`config.mk`:
```
export PLATFORM = sky130hd
export DESIGN_NAME = alu_ctrl_pipe_flat
export DESIGN_NICKNAME = d
export VERILOG_FILES = /design/src/rtl/alu_ctrl_pipe_if.sv /design/src/rtl/alu_ctrl_pipe.sv /design/src/flat_wrapper.sv
export SDC_FILE = /design/constraint.sdc
export NUM_CORES = 1
export LEC_CHECK = 0
export CORE_MARGIN = 2
export CORE_UTILIZATION = 31
export DETAILED_ROUTE_END_ITERATION = 8
export PLACE_DENSITY = 0.59
export SETUP_SLACK_MARGIN = 0.02
export SLEW_MARGIN = 10
export SYNTH_ARGS = -nofsm -noshare
export SYNTH_HDL_FRONTEND = slang
export SYNTH_SLANG_ARGS = --single-unit
```
`constraint.sdc`:
```
create_clock -name clk -period 5.7 [get_ports clk]
set_clock_uncertainty 0.1 [all_clocks]
set_input_delay 1.14 -clock clk [delete_from_list [all_inputs] [get_ports clk]]
set_output_delay 1.14 -clock clk [all_outputs]
set_load 0.01 [all_outputs]
```
`src/rtl/alu_ctrl_pipe_if.sv`:
```
// rtl/alu_ctrl_pipe_if.sv - issue-side and execute-side handshake bundle for alu_ctrl_pipe
interface alu_ctrl_pipe_if #(
  parameter int XLEN = 32
);
  logic            flush;
  logic            in_valid;
  logic            in_ready;
  logic [6:0]      opcode;
  logic [2:0]      f3;
  logic [6:0]      f7;
  logic [XLEN-1:0] imm;
  logic [XLEN-1:0] pc;
  logic [XLEN-1:0] rs1In;
  logic [XLEN-1:0] rs2In;
  logic            out_valid;
  logic            out_ready;
  logic [XLEN-1:0] d1In;
  logic [XLEN-1:0] d2In;
  logic [4:0]      alu_op;
  logic            is_branch;
  logic            is_mdu;
  logic            illegal;

  modport master (
    output flush, in_valid, opcode, f3, f7, imm, pc, rs1In, rs2In, out_ready,
    input  in_ready, out_valid, d1In, d2In, alu_op, is_branch, is_mdu, illegal
  );

  modport slave (
    input  flush, in_valid, opcode, f3, f7, imm, pc, rs1In, rs2In, out_ready,
    output in_ready, out_valid, d1In, d2In, alu_op, is_branch, is_mdu, illegal
  );
endinterface

```
`src/rtl/alu_ctrl_pipe.sv`:
```
// rtl/alu_ctrl_pipe.sv - execute-issue stage: opcode decode, operand select, 2-entry skid output
module alu_ctrl_pipe #(
  parameter int XLEN = 32,
  parameter bit EN_M = 1'b1
) (
  input  logic           clk,
  input  logic           rst,
  alu_ctrl_pipe_if.slave pipe_if
);

  typedef struct packed {
    logic [XLEN-1:0] d1;
    logic [XLEN-1:0] d2;
    logic [4:0]      op;
    logic            br;
    logic            mdu;
    logic            ill;
  } entry_t;

  typedef enum logic [1:0] {EMPTY, ONE, TWO} state_t;

  // funct3 to ALU op for the f7=0 register and immediate forms
  function automatic logic [4:0] base_op(input logic [2:0] f3);
    case (f3)
      3'd0:    base_op = 5'd0;
      3'd1:    base_op = 5'd2;
      3'd2:    base_op = 5'd3;
      3'd3:    base_op = 5'd4;
      3'd4:    base_op = 5'd5;
      3'd5:    base_op = 5'd6;
      3'd6:    base_op = 5'd8;
      default: base_op = 5'd9;
    endcase
  endfunction

  logic [4:0]      w_op;
  logic [XLEN-1:0] w_d1;
  logic [XLEN-1:0] w_d2;
  logic            w_br;
  logic            w_mdu;
  logic            w_ill;
  entry_t          w_new;

  always_comb begin
    w_op  = '0;
    w_d1  = '0;
    w_d2  = '0;
    w_br  = 1'b0;
    w_mdu = 1'b0;
    w_ill = 1'b0;
    case (pipe_if.opcode)
      7'b0110011: begin
        w_d1 = pipe_if.rs1In;
        w_d2 = pipe_if.rs2In;
        if (pipe_if.f7 == 7'b0000000) begin
          w_op = base_op(pipe_if.f3);
        end else if (pipe_if.f7 == 7'b0100000 && pipe_if.f3 == 3'd0) begin
          w_op = 5'd1;
        end else if (pipe_if.f7 == 7'b0100000 && pipe_if.f3 == 3'd5) begin
          w_op = 5'd7;
        end else if (pipe_if.f7 == 7'b0000001 && EN_M) begin
          w_op  = {2'b10, pipe_if.f3};
          w_mdu = 1'b1;
        end else begin
          w_ill = 1'b1;
        end
      end
      7'b0010011: begin
        w_d1 = pipe_if.rs1In;
        w_d2 = pipe_if.imm;
        w_op = base_op(pipe_if.f3);
        if (pipe_if.f3 == 3'd1 && pipe_if.f7 != 7'b0000000) begin
          w_ill = 1'b1;
        end else if (pipe_if.f3 == 3'd5) begin
          if (pipe_if.f7 == 7'b0100000) w_op = 5'd7;
          else if (pipe_if.f7 != 7'b0000000) w_ill = 1'b1;
        end
      end
      7'b0000011, 7'b0100011: begin
        w_d1 = pipe_if.rs1In;
        w_d2 = pipe_if.imm;
      end
      7'b1100011: begin
        w_d1 = pipe_if.rs1In;
        w_d2 = pipe_if.rs2In;
        w_br = 1'b1;
        case (pipe_if.f3)
          3'd0:    w_op = 5'd10;
          3'd1:    w_op = 5'd11;
          3'd4:    w_op = 5'd12;
          3'd5:    w_op = 5'd13;
          3'd6:    w_op = 5'd14;
          3'd7:    w_op = 5'd15;
          default: w_ill = 1'b1;
        endcase
      end
      7'b0110111: begin
        w_op = 5'd24;
        w_d2 = pipe_if.imm;
      end
      7'b0010111: begin
        w_d1 = pipe_if.pc;
        w_d2 = pipe_if.imm;
      end
      7'b1101111, 7'b1100111: begin
        w_d1 = pipe_if.pc;
        w_d2 = XLEN'(4);
      end
      default: w_ill = 1'b1;
    endcase

    // an undecodable instruction travels as a zeroed entry with only the illegal bit set
    w_new = '0;
    if (w_ill) w_new.ill = 1'b1;
    else       w_new = '{d1: w_d1, d2: w_d2, op: w_op, br: w_br, mdu: w_mdu, ill: 1'b0};
  end

  state_t r_state;
  entry_t r_out;
  entry_t r_skid;
  logic   r_out_valid;
  logic   r_in_ready;
  logic   w_accept;
  logic   w_drain;

  assign w_accept = pipe_if.in_valid & r_in_ready;
  assign w_drain  = r_out_valid & pipe_if.out_ready;

  always_ff @(posedge clk) begin
    if (rst) begin
      r_state     <= EMPTY;
      r_out       <= '0;
      r_skid      <= '0;
      r_out_valid <= 1'b0;
      r_in_ready  <= 1'b1;
    end else if (pipe_if.flush) begin
      r_state     <= EMPTY;
      r_out_valid <= 1'b0;
      r_in_ready  <= 1'b1;
    end else begin
      case (r_state)
        EMPTY: begin
          if (w_accept) begin
            r_out       <= w_new;
            r_out_valid <= 1'b1;
            r_state     <= ONE;
          end
        end
        ONE: begin
          if (w_accept && !w_drain) begin
            r_skid     <= w_new;
            r_in_ready <= 1'b0;
            r_state    <= TWO;
          end else if (w_accept && w_drain) begin
            r_out <= w_new;
          end else if (w_drain) begin
            r_out_valid <= 1'b0;
            r_state     <= EMPTY;
          end
        end
        TWO: begin
          if (w_drain) begin
            r_out      <= r_skid;
            r_in_ready <= 1'b1;
            r_state    <= ONE;
          end
        end
        default: begin
          r_state     <= EMPTY;
          r_out_valid <= 1'b0;
          r_in_ready  <= 1'b1;
        end
      endcase
    end
  end

  assign pipe_if.in_ready  = r_in_ready;
  assign pipe_if.out_valid = r_out_valid;
  assign pipe_if.d1In      = r_out.d1;
  assign pipe_if.d2In      = r_out.d2;
  assign pipe_if.alu_op    = r_out.op;
  assign pipe_if.is_branch = r_out.br;
  assign pipe_if.is_mdu    = r_out.mdu;
  assign pipe_if.illegal   = r_out.ill;

endmodule

```
`src/flat_wrapper.sv`:
```
// flat-port wrapper written by rule: the top's interface ports become plain ports
module alu_ctrl_pipe_flat 
#(
  parameter int XLEN = 32,
  parameter bit EN_M = 1'b1
)
  (clk, rst, pipe_if_flush, pipe_if_in_valid, pipe_if_opcode, pipe_if_f3, pipe_if_f7, pipe_if_imm, pipe_if_pc, pipe_if_rs1In, pipe_if_rs2In, pipe_if_out_ready, pipe_if_in_ready, pipe_if_out_valid, pipe_if_d1In, pipe_if_d2In, pipe_if_alu_op, pipe_if_is_branch, pipe_if_is_mdu, pipe_if_illegal);
  alu_ctrl_pipe_if #(.XLEN(XLEN)) pipe_if_i ();
  input  logic clk;
  input  logic rst;
  input wire logic [$bits(pipe_if_i.flush)-1:0] pipe_if_flush;
  input wire logic [$bits(pipe_if_i.in_valid)-1:0] pipe_if_in_valid;
  input wire logic [$bits(pipe_if_i.opcode)-1:0] pipe_if_opcode;
  input wire logic [$bits(pipe_if_i.f3)-1:0] pipe_if_f3;
  input wire logic [$bits(pipe_if_i.f7)-1:0] pipe_if_f7;
  input wire logic [$bits(pipe_if_i.imm)-1:0] pipe_if_imm;
  input wire logic [$bits(pipe_if_i.pc)-1:0] pipe_if_pc;
  input wire logic [$bits(pipe_if_i.rs1In)-1:0] pipe_if_rs1In;
  input wire logic [$bits(pipe_if_i.rs2In)-1:0] pipe_if_rs2In;
  input wire logic [$bits(pipe_if_i.out_ready)-1:0] pipe_if_out_ready;
  output wire logic [$bits(pipe_if_i.in_ready)-1:0] pipe_if_in_ready;
  output wire logic [$bits(pipe_if_i.out_valid)-1:0] pipe_if_out_valid;
  output wire logic [$bits(pipe_if_i.d1In)-1:0] pipe_if_d1In;
  output wire logic [$bits(pipe_if_i.d2In)-1:0] pipe_if_d2In;
  output wire logic [$bits(pipe_if_i.alu_op)-1:0] pipe_if_alu_op;
  output wire logic [$bits(pipe_if_i.is_branch)-1:0] pipe_if_is_branch;
  output wire logic [$bits(pipe_if_i.is_mdu)-1:0] pipe_if_is_mdu;
  output wire logic [$bits(pipe_if_i.illegal)-1:0] pipe_if_illegal;
  assign pipe_if_i.flush = pipe_if_flush;
  assign pipe_if_i.in_valid = pipe_if_in_valid;
  assign pipe_if_i.opcode = pipe_if_opcode;
  assign pipe_if_i.f3 = pipe_if_f3;
  assign pipe_if_i.f7 = pipe_if_f7;
  assign pipe_if_i.imm = pipe_if_imm;
  assign pipe_if_i.pc = pipe_if_pc;
  assign pipe_if_i.rs1In = pipe_if_rs1In;
  assign pipe_if_i.rs2In = pipe_if_rs2In;
  assign pipe_if_i.out_ready = pipe_if_out_ready;
  assign pipe_if_in_ready = pipe_if_i.in_ready;
  assign pipe_if_out_valid = pipe_if_i.out_valid;
  assign pipe_if_d1In = pipe_if_i.d1In;
  assign pipe_if_d2In = pipe_if_i.d2In;
  assign pipe_if_alu_op = pipe_if_i.alu_op;
  assign pipe_if_is_branch = pipe_if_i.is_branch;
  assign pipe_if_is_mdu = pipe_if_i.is_mdu;
  assign pipe_if_illegal = pipe_if_i.illegal;
  alu_ctrl_pipe #(.XLEN(XLEN), .EN_M(EN_M)) u_core (.clk(clk), .rst(rst), .pipe_if(pipe_if_i));
endmodule
```
-- After elaboration in Yosys (flattened, before gate mapping)
Index checks and enable logic that the tools add are counted.
- add/subtract/negate cells: 0
- $mul: 0
- divide/modulo/power cells: 0
- order comparisons: 0
- equal/unequal tests: 29
- shifts and indexed selects: 0
- mux-type cells: 49
- bitwise logic cells: 5
- reductions and logical operators: 24
- operator list (operator ; number):
    $mux 72 ; 4
    $pmux 72 s3 ; 1
    $pmux 32 s3 ; 1
    $mux 71 ; 1
    $pmux 32 s2 ; 1
    $mux 5 ; 6
    $eq 7x6->1 const B ; 4
    $pmux 4 s7 ; 1
    $pmux 4 s6 ; 1
    $mux 1 ; 22
    $eq 7x7->1 const B ; 3
    $pmux 5 s4 ; 1
    $eq 7x5->1 const B ; 2
    $eq 3x3->1 const B ; 4
    $reduce_or 6->1 ; 2
    $mux 2 ; 5
    $ne 2x1->1 const B ; 5
    $reduce_or 5->1 ; 2
    $eq 7x1->1 const B ; 1
    $eq 7x2->1 const B ; 1
    $logic_not 7->1 ; 1
    $reduce_bool 7->1 ; 1
    $eq 3x2->1 const B ; 2
    $pmux 1 s3 ; 2
    other kinds (22) ; 33
- register bits after elaboration: 148
- bits in latches: 0
- bits in writable memories: 0
- ROM bits: 0
- input bits: 150
- output and inout bits: 74
- word-level logic and storage cells: 122
- memories: 0

-- Longest topological paths before layout
Gate-level depths: netlist of run 1.
- depth in word-level cells: 10
- mapped depth: 8
- gate-level depth less buffers: 5

-- Worst setup path before layout of run 1
OpenSTA, ideal clock, no wires.
- kind: input port to flip-flop
- start: input pipe_if_f7[3]
- end: register u_core.r_skid[66] (netlist name)
- setup time: 0.069 ns
- data arrival time: 2.875 ns
- required time: 5.531 ns
- path slack: 2.655 ns
- cell stages on the path: 7
- path buffers: 2
- cells stage by stage: or4_1 -> buf_2 -> nor4_4 -> o221ai_2 -> or3_4 -> buf_2 -> o21ai_1
- longest elaborated chain between the ends: 7
- elaborated cells between the ends (all ways): 17
- those cells by class: eq/ne (2); mux (10); reduce/logical (5)
- RTL lines (what ; RTL line ; source):
    start, declared ; flat_wrapper.sv:15 ; input wire logic [$bits(pipe_if_i.f7)-1:0] pipe_if_f7;
    $eq 7x1->1 (tied with other cells) ; alu_ctrl_pipe.sv:61 ; end else if (pipe_if.f7 == 7'b0000001 && EN_M) begin
    $mux 1 (tied with other cells) ; alu_ctrl_pipe.sv:61 ;
    $mux 1, on equally long branches ; alu_ctrl_pipe.sv:59, alu_ctrl_pipe.sv:75 ;
    $mux 1, on equally long branches ; alu_ctrl_pipe.sv:57, alu_ctrl_pipe.sv:74 ;
    $mux 1, on equally long branches ; alu_ctrl_pipe.sv:55, alu_ctrl_pipe.sv:72 ;
    $pmux 1 s4 (*) ; alu_ctrl_pipe.sv:51 ; case (pipe_if.opcode)
    $mux 71 (*) ; alu_ctrl_pipe.sv:114 ; if (w_ill) w_new.ill = 1'b1;
    end signal, assigned ; alu_ctrl_pipe.sv:151 ; r_skid <= w_new;
    end, declared ; alu_ctrl_pipe.sv:120 ; entry_t r_skid;
Mark *: on every way between the ends. The rest lies on a longest branch, timed or not.
A chain may end at the register's enable or synchronous reset.

-- Final worst setup path of run 1
- start: input pipe_if_f7[3]
- end: register u_core.r_out (netlist bit u_core.pipe_if.alu_op[1])
- longest elaborated chain between the ends: 10
- elaborated cells between the ends (all ways): 29
- those cells by class: eq/ne (2); mux (22); reduce/logical (5)
- RTL lines (what ; RTL line ; source):
    $eq 7x1->1 (tied with other cells) ; alu_ctrl_pipe.sv:61 ;
    $mux 5 (tied with other cells) ; alu_ctrl_pipe.sv:61 ;
    $mux 5 (tied with other cells) ; alu_ctrl_pipe.sv:59 ; end else if (pipe_if.f7 == 7'b0100000 && pipe_if.f3 == 3'd5) begin
    $mux 5 (tied with other cells) ; alu_ctrl_pipe.sv:57 ; end else if (pipe_if.f7 == 7'b0100000 && pipe_if.f3 == 3'd0) begin
    $mux 5 (tied with other cells) ; alu_ctrl_pipe.sv:55 ; if (pipe_if.f7 == 7'b0000000) begin
    $pmux 5 s4 / $pmux 1 s4 (equally long branches) ; alu_ctrl_pipe.sv:51 ;
    $mux 71 (*) ; alu_ctrl_pipe.sv:114 ;
    $mux 72 ; alu_ctrl_pipe.sv:154 ; end else if (w_accept && w_drain) begin
    $mux 72 ; alu_ctrl_pipe.sv:150 ; if (w_accept && !w_drain) begin
    $pmux 72 s3 (*) ; alu_ctrl_pipe.sv:141 ; case (r_state)
    end signal, assigned ; alu_ctrl_pipe.sv:144 ; r_out <= w_new;
    end signal, assigned ; alu_ctrl_pipe.sv:155 ; r_out <= w_new;
    end signal, assigned ; alu_ctrl_pipe.sv:163 ; r_out <= r_skid;
    end, declared ; alu_ctrl_pipe.sv:119 ; entry_t r_out;
Mark *: on every way between the ends. The rest lies on a longest branch, timed or not. The select of a mux whose other input is x is not followed.

==> results of run 1 <==
-- cell families after synthesis --
group,after synthesis
AO/OA/AOI/OAI,340
XOR/XNOR,3
buffers and inverters,97
flip-flops,148
AND/OR/NAND/NOR,265
-- stage by stage --
stage / utilization [%] / total power [mW] / area [µm²]
after global placement: 41.81 / 1.408 / 9437
after CTS: 44.06 / 2.394 / 9946
after global routing: 44.06 / 2.468 / 9946
final: 44.06 / 2.364 / 9946
after detailed placement: 41.81 / 1.408 / 9437
after floorplan: - / 1.219 / 7091
-- area by class of cell --
| cell class | count | share of cell area (%) |
|---|---|---|
| clock inverter | 10 | 0.6290 |
| timing repair buffer | 237 | 23.55 |
| tap | 285 | 3.585 |
| inverter | 1 | 0.03774 |
| multi-input combinational | 608 | 37.92 |
| clock buffer | 20 | 4.491 |
| sequential | 148 | 29.79 |
-- synth_stat cells (30+ instances only) --
library cell  count  share of area (%)
o21ai_1          30                2.1
dfxtp_1         148                 42
nor2_1           52                2.8
nand4_1          63                5.6
a21oi_1          74                5.2
o21a_1           33                3.5
a31oi_1          33                2.9
a22oi_1          34                3.6
nand2_1          75                4.0
o22ai_1          32                2.8
a22o_1           30                3.7
clkbuf_1         76                4.0
a211oi_1         35                3.7
-- final timing paths --
path / cells after the start / from / slack [ns] / endpoint
max: 7 / pipe_if_f7[3] / 1.93 / u_core.pipe_if.alu_op[1]
min: 2 / u_core.r_skid[61] / 0.35 / u_core.r_skid[61]
max reg2reg: 5 / u_core.r_state[1] / 2.34 / u_core.pipe_if.d1In[21]
min reg2reg: 2 / u_core.r_skid[61] / 0.35 / u_core.r_skid[61]
-- registers in the layout (all words and copies together), names as in the netlist --
register / cells
u_core.pipe_if.is_branch: 1
u_core.pipe_if.is_mdu: 1
u_core.r_skid: 72
u_core.pipe_if.d1In: 32
u_core.pipe_if.alu_op: 5
u_core.r_state: 2
u_core.pipe_if.in_ready: 1
u_core.pipe_if.illegal: 1
u_core.pipe_if.out_valid: 1
u_core.pipe_if.d2In: 32
-- layer usage --
layer | up-vias | wire length, µm | part of all wire [%]
met3 | 20 | 1718 | 7.3
met5 | - | 0 | 0
met2 | 235 | 10670 | 46
li1 | 3570 | - | -
met1 | 3419 | 10770 | 46
met4 | 0 | 281 | 1.2
-- power breakdown --
part           total [mW]  switching, mW  internal, mW
Sequential           1.07         0.0125          1.05
Combinational       0.317          0.152         0.164
Clock               0.980          0.422         0.558
Total                2.36          0.587          1.78
-- tightest hold or removal path, delay by kind of cell (launching register included) --
family	cells	cell delay [ns]
flip-flops	1	0.31
AND/OR/NAND/NOR	1	0.05
AO/OA/AOI/OAI	1	0.05
==> out/results.ini, run 1 <==
[outcome]
status=completed

[place]
dp.final_hpwl_mm=14.96
dp.cells=1279
pre_cts_slack_ns=1.493
gp_congestion=0.8137
io_buffers=223

[clock_network]
cts_setup_buffers=0
clock-sinks=148
root_buffer=clkbuf_16
cts_resized=0
cts.clk_slew.worst_paths_ns=0.06
cts_tree=built
clock_latency_ns=0.41
htree_levels=4
cts_buffer_depth=2
cts_buffers=17
hold_buffers=0

[finish]
drive_gt1_share_pct=6.348
diodes=0
multiInputGateArea_mm2=0.003771
final_cell_count_no_fill=1309
regArea_mm2=0.002963
layout_commonest_cell=clkdlybuf4s50_1
fill_cells=2327
final_cell_mix=221 x clkdlybuf4s50_1, 148 x dfxtp_1, 75 x nand2_1
finalNetCount=1163
area_delta_synth_final_pct=40.27

[global_route]
grt_util_met2_pct=30.62
grt_use_met3_pct=5.320
antenna_found_initial=0
top_usage_layer=met2
grt_pass1_vias=6932
grtUsageMet1_pct=25.15
grt_overflow=0
grt_first_pass_wirelength_mm=37.01
grt_max_degree=76
grt_use_total_pct=19.04

[sta]
min_period_ns=3.773
hold_viol=0
fin_crit_sh_pct=66.19
setup_violations=0
slew_violations=0
relSlewSlack_pct=33.36
tightest_slew_ns=0.9997
rsz0062_at_grt=false
setup_ws_ns=1.927
timing.fmax_ghz=0.2650
hold_ws_ns=0.3470
fin_tns_setup_ns=0

[synthesis]
synth_nets=1003
yosysSeqAreaShare_pct=41.79
synth_top_flop_cell=dfxtp_1
synthMuxAreaShare_pct=0
synth_edf_count=0
synth_cell_types=65
yosysWarningCount=0
synthArstFlopShare_pct=0
synth_compound_area_share_pct=32.35
synth-adder-area-share_pct=0
yosys_register_bits=148
synth_top_family_by_area=compound AO/OA/AOI/OAI gates
synth-xor-area-share_pct=0.3706
synth_area_mm2=0.007091
syn_inst=853
synth-simple-area-share_pct=19.89
syn_area_per_cell_um2=8.312

[run]
max-cap-violations=0

[floorplan]
top_level_ports=224
rows=55
die-area_mm2=0.02410
core_area_mm2=0.02257
start_util_pct=31.41
die_y_um=155.2
die_w_um=155.2

[routing]
vias_per_cell=5.534
route.vias.total=7244
wirelength_mm=23.44
drt-initial-drc-count=399
ant_nets=0
drc=0
drt_pass1_iterations=5
wl_per_cell_um=17.91

[power]
p_per_area_mw_per_mm2=237.7
ir_worst_vdd_mv=0.1611
leakage_nw=3.170

[setup_path]
crit_buf_inv=2
worstPathArrival_ns=3.96
cp.required_ns=5.89
cp_top_family=simple AND/OR/NAND/NOR gates
start_kind=input port
crit_path_max_incr_delay_ns=0.68
path_max_fanout=63
end_kind=flip-flop
cpMaxStageDelayCell=or4_1
worstPathCellList=clkdlybuf4s50_1, or4_1, nor4_4, o221a_2, buf_4, nand3_1, a2111oi_1
crit_type=input port to flip-flop

[min_path]
holdCritPathClass=flip-flop to flip-flop

Power figures use the tool's default switching activity.
==> inputs of run 2 (changes only) <==
==> constraint.sdc (replaced) <==
create_clock -name clk -period 4 [get_ports clk]
set_clock_uncertainty 0.1 [all_clocks]
set_input_delay 0.8 -clock clk [delete_from_list [all_inputs] [get_ports clk]]
set_output_delay 0.8 -clock clk [all_outputs]
set_load 0.01 [all_outputs]
==> run 2 against run 1 <==
  * Via count rose by 1.3%
  * Sequential share of layout area fell by 0.36 points
  * Cell count up 0.69%
  * Count of clock-buffer cells in the layout rose by 1
  * First-iteration DRC count is 1.5% lower
  * Critical path depth is 1 lower
  * Clock power grew 55%
  * Hold slack better by 0.00094 ns
  * Largest cell class unchanged
  * Register-to-register slack got worse by 0.70 ns
  * Core utilization increased by 0.54 points
  * Highest routed layer unchanged
  * Largest power group unchanged
==> out/results.ini, run 2 (synthesized netlist as in run 1, its figures left out) <==
[finish]
diodes=0
final_cell_mix=221 x clkdlybuf4s50_1, 148 x dfxtp_1, 75 x nand2_1
fill_cells=2284
regMostFlops=u_core.r_skid
layout_commonest_cell=clkdlybuf4s50_1
finalNetCount=1170
drive_gt1_share_pct=7.067
area_delta_synth_final_pct=41.98
design_area_mm2=0.01007
largest_reg_flops=72

[outcome]
status=completed

[sta]
tightest_slew_ns=0.9183
hold_ws_ns=0.3480
fin_tns_setup_ns=0
fin_crit_sh_pct=79.18
rsz0062_at_grt=false
timing.fmax_ghz=0.3158
relSlewSlack_pct=38.78
slew_violations=0
min_period_ns=3.167
setup_ws_ns=0.8329
hold_viol=0
setup_violations=0

[setup_path]
crit_type=input port to flip-flop
cp.required_ns=4.23
start_kind=input port
worstPathArrival_ns=3.39
end_kind=flip-flop
path_max_fanout=32

[clock_network]
cts_tree=built
cts_buffers=17
hold_buffers=0
cts_buffer_depth=2
root_buffer=clkbuf_16
clock-sinks=148
cts.clk_slew.worst_paths_ns=0.06
cts_resized=0
cts_setup_buffers=0
htree_levels=4
clock_latency_ns=0.41

[power]
leakage_nw=3.227
ir_worst_vdd_mv=0.2053
p_per_area_mw_per_mm2=347.2

[global_route]
antenna_found_initial=0
grt_max_degree=74
grt_overflow=0
grt_use_total_pct=18.87
grt_pass1_vias=6829
grt_first_pass_wirelength_mm=36.83

[floorplan]
die_y_um=155.2
core_area_mm2=0.02257
die-area_mm2=0.02410
rows=55
start_util_pct=31.41
top_level_ports=224
die_w_um=155.2

[run]
max-cap-violations=0

[routing]
drt_pass1_iterations=5
drt-initial-drc-count=393
ant_nets=0
route.vias.total=7339
drc=0
wl_per_cell_um=17.83
vias_per_cell=5.568
wirelength_mm=23.51

[place]
pre_cts_slack_ns=0.4130
dpl-instance-area_mm2=0.009514
gp_congestion=0.8016
io_buffers=223
dp.final_hpwl_mm=15.06

[min_path]
holdCritPathClass=flip-flop to flip-flop

## run 2: changes by cell type in the layout (fill, tap and decap cells not counted)
cell / previous run / this run
buf_4: 14 / 19
clkinv_2: 6 / 3
buf_12: 1 / 3
inv_6: 0 / 2
bufinv_16: 0 / 1
clkbuf_1: 2 / 3
clkinvlp_4: 2 / 3
## run 2: cell type report
class / count / area (µm²) / share of cell area (%)
Multi-Input combinational cell: 608 / 3771 / 37.46
Timing Repair Buffer: 244 / 2420 / 24.04
Inverter: 1 / 3.754 / 0.03729
Clock buffer: 21 / 450.4 / 4.474
Tap cell: 285 / 356.6 / 3.542
Sequential cell: 148 / 2963 / 29.43
Clock inverter: 11 / 102.6 / 1.019
## run 2: worst paths after layout
path / to / depth (start not counted) / start / slack (ns)
worst max register to register: u_core.pipe_if.d2In[30] / 6 / u_core.r_state[0] / 1.64
worst max-delay path: u_core.pipe_if.d1In[28] / 6 / pipe_if_f7[3] / 0.83
worst min register to register: u_core.r_skid[63] / 2 / u_core.r_skid[63] / 0.35
worst min-delay path: u_core.r_skid[63] / 2 / u_core.r_skid[63] / 0.35
## run 2: power by group
group / internal [mW] / switching, mW
sequential: 1.50 / 0.0188
clock: 0.875 / 0.644
combinational: 0.239 / 0.216
## run 2: through the flow
| stage | util (%) | std cells | total power [mW] |
|---|---|---|---|
| floorplan | - | 853 | 1.738 |
| global placement | 42.15 | 1286 | 2.012 |
| detailed placement | 42.15 | 1286 | 2.012 |
| CTS | 44.60 | 1318 | 3.535 |
| global route | 44.60 | 1318 | 3.632 |
| finish | 44.60 | 1318 | 3.496 |
## run 2: metal layers
layer | part of all wire [%] | wire length, µm | vias up | global-route usage (%)
li1 | - | - | 3591 | -
met1 | 47 | 10960 | 3495 | 25.80
met2 | 46 | 10730 | 238 | 30.35
met3 | 7.1 | 1677 | 15 | 4.596
met4 | 0.59 | 138 | 0 | 4.063
met5 | 0 | 0 | - | 0
## run 2: critical path, stage by stage
cell             delay [ns]
clkdlybuf4s50_1        0.39
or4_1                  0.70
nor4_4                 0.31
o221a_2                0.35
nand4b_4               0.48
o22ai_1                0.35
==> inputs of run 3 (changes only) <==
==> constraint.sdc (replaced) <==
create_clock -name clk -period 3 [get_ports clk]
set_clock_uncertainty 0.1 [all_clocks]
set_input_delay 0.6 -clock clk [delete_from_list [all_inputs] [get_ports clk]]
set_output_delay 0.6 -clock clk [all_outputs]
set_load 0.01 [all_outputs]
==> run 3 against run 2 <==
  * Critical endpoint is now u_core.r_skid[71]
  * Non-clock buffer count grew 33
  * Cell count grew 2.4%
  * Critical path depth grew 1
  * Critical path type unchanged
  * First-iteration DRC count shrank 20%
==> out/results.ini, run 3 (synthesized netlist as in run 1, its figures left out) <==
[floorplan]
rows=55
die_y_um=155.2
die_w_um=155.2
start_util_pct=31.41
top_level_ports=224
die-area_mm2=0.02410
core_area_mm2=0.02257

[routing]
drt_pass1_iterations=4
ant_nets=0
drc=0
route.vias.total=7387
wl_per_cell_um=17.58
wirelength_mm=23.73
vias_per_cell=5.472
drt-initial-drc-count=316

[sta]
setup_ws_ns=0.3112
relSlewSlack_pct=43.71
tightest_slew_ns=0.8444
setup_violations=0
hold_viol=0
slew_violations=0
rsz0062_at_grt=false
min_period_ns=2.689
timing.fmax_ghz=0.3719
fin_tns_setup_ns=0
hold_ws_ns=0.3460
fin_crit_sh_pct=89.63

[place]
dpl-instance-area_mm2=0.009912
io_buffers=223
pre_cts_slack_ns=-0.1503
gp_congestion=0.8657
dp.final_hpwl_mm=15.77

[setup_path]
worstPathArrival_ns=2.93
crit_type=input port to flip-flop
end_kind=flip-flop
cp.required_ns=3.24
path_max_fanout=32
start_kind=input port

[global_route]
grt_pass1_vias=7041
grt_first_pass_wirelength_mm=37.63
grt_max_degree=71
grt_use_total_pct=19.45
grt_overflow=0
antenna_found_initial=0

[clock_network]
root_buffer=clkbuf_16
cts.clk_slew.worst_paths_ns=0.06
cts_setup_buffers=0
cts_buffer_depth=2
cts_buffers=17
clock_latency_ns=0.42
cts_tree=built
htree_levels=4
clock-sinks=148
hold_buffers=0
cts_resized=0

[finish]
area_delta_synth_final_pct=47.63
largest_reg_flops=72
diodes=0
regMostFlops=u_core.r_skid
finalNetCount=1203
design_area_mm2=0.01047
drive_gt1_share_pct=10.05
layout_commonest_cell=clkdlybuf4s50_1
final_cell_mix=221 x clkdlybuf4s50_1, 148 x dfxtp_1, 75 x nand2_1

[power]
p_sw_share_pct=25.35
p_comb_share_pct=13.7
seqPwrFrac_pct=43.3
p_sw_mw=1.187
leakage_nw=3.431
clkPwrFrac_pct=43.0
ir_worst_vdd_mv=0.3436
p_int_mw=3.496
p_per_area_mw_per_mm2=447.3

[min_path]
holdCritPathClass=flip-flop to flip-flop

[outcome]
status=completed

[run]
max-cap-violations=0

run 3: cell types whose count changed in the layout (fill, tap and decap cells not counted), sizes merged:
cell	change
clkinv	-1
buf	+33
clkinvlp	+1
clkbuf	-3
inv	+2
run 3: power groups by stage:
stage | clock (mW) | sequential [mW] | combinational (mW)
after global routing | 2.17 | 2.03 | 0.695
final | 2.01 | 2.03 | 0.643
after global placement | 0 | 2.07 | 0.645
after detailed placement | 0 | 2.07 | 0.646
after CTS | 2.07 | 2.03 | 0.649
after floorplan | 0 | 2.08 | 0.234
run 3: layout make-up:
class                           instances  area [µm²]
Multi-Input combinational cell        608        3771
Clock buffer                           18       429.2
Fill cell                            2257       12100
Sequential cell                       148        2963
Inverter                                1       3.754
Tap cell                              285       356.6
Timing Repair Buffer                  277        2818
Clock inverter                         13       126.4
run 3: path summary, 6_finish.rpt:
path / startpoint / to / slack [ns] / cells after the start
setup / recovery: pipe_if_f7[3] / u_core.r_skid[71] / 0.31 / 7
hold / removal: u_core.r_skid[63] / u_core.r_skid[63] / 0.35 / 2
setup reg to reg: u_core.r_state[0] / u_core.pipe_if.d2In[14] / 0.87 / 6
hold reg to reg: u_core.r_skid[63] / u_core.r_skid[63] / 0.35 / 2
run 3: metal layers:
layer  track usage, %  routed length [µm]  part of all wire, %  up-vias
li1                 -                   -                    -     3651
met2            32.17               11110                   47      257
met1            25.50               10680                   45     3462
met4            4.587                 223                 0.94        0
met3            5.042                1713                  7.2       17
met5                0                   0                    0        -
run 3: stage by stage:
stage	total power, mW	cells	utilization [%]
2_1_floorplan	2.317	853	-
6_report	4.683	1350	46.37
5_1_grt	4.894	1350	46.37
3_3_place_gp	2.715	1319	43.91
3_5_place_dp	2.716	1319	43.91
4_1_cts	4.744	1350	46.37
run 3: worst max-delay path, cell delays in order:
cell             delay, ns
clkdlybuf4s50_1       0.39
or4_1                 0.61
nor4_4                0.26
buf_4                 0.15
o221ai_2              0.11
or3_4                 0.57
o21ai_0               0.21
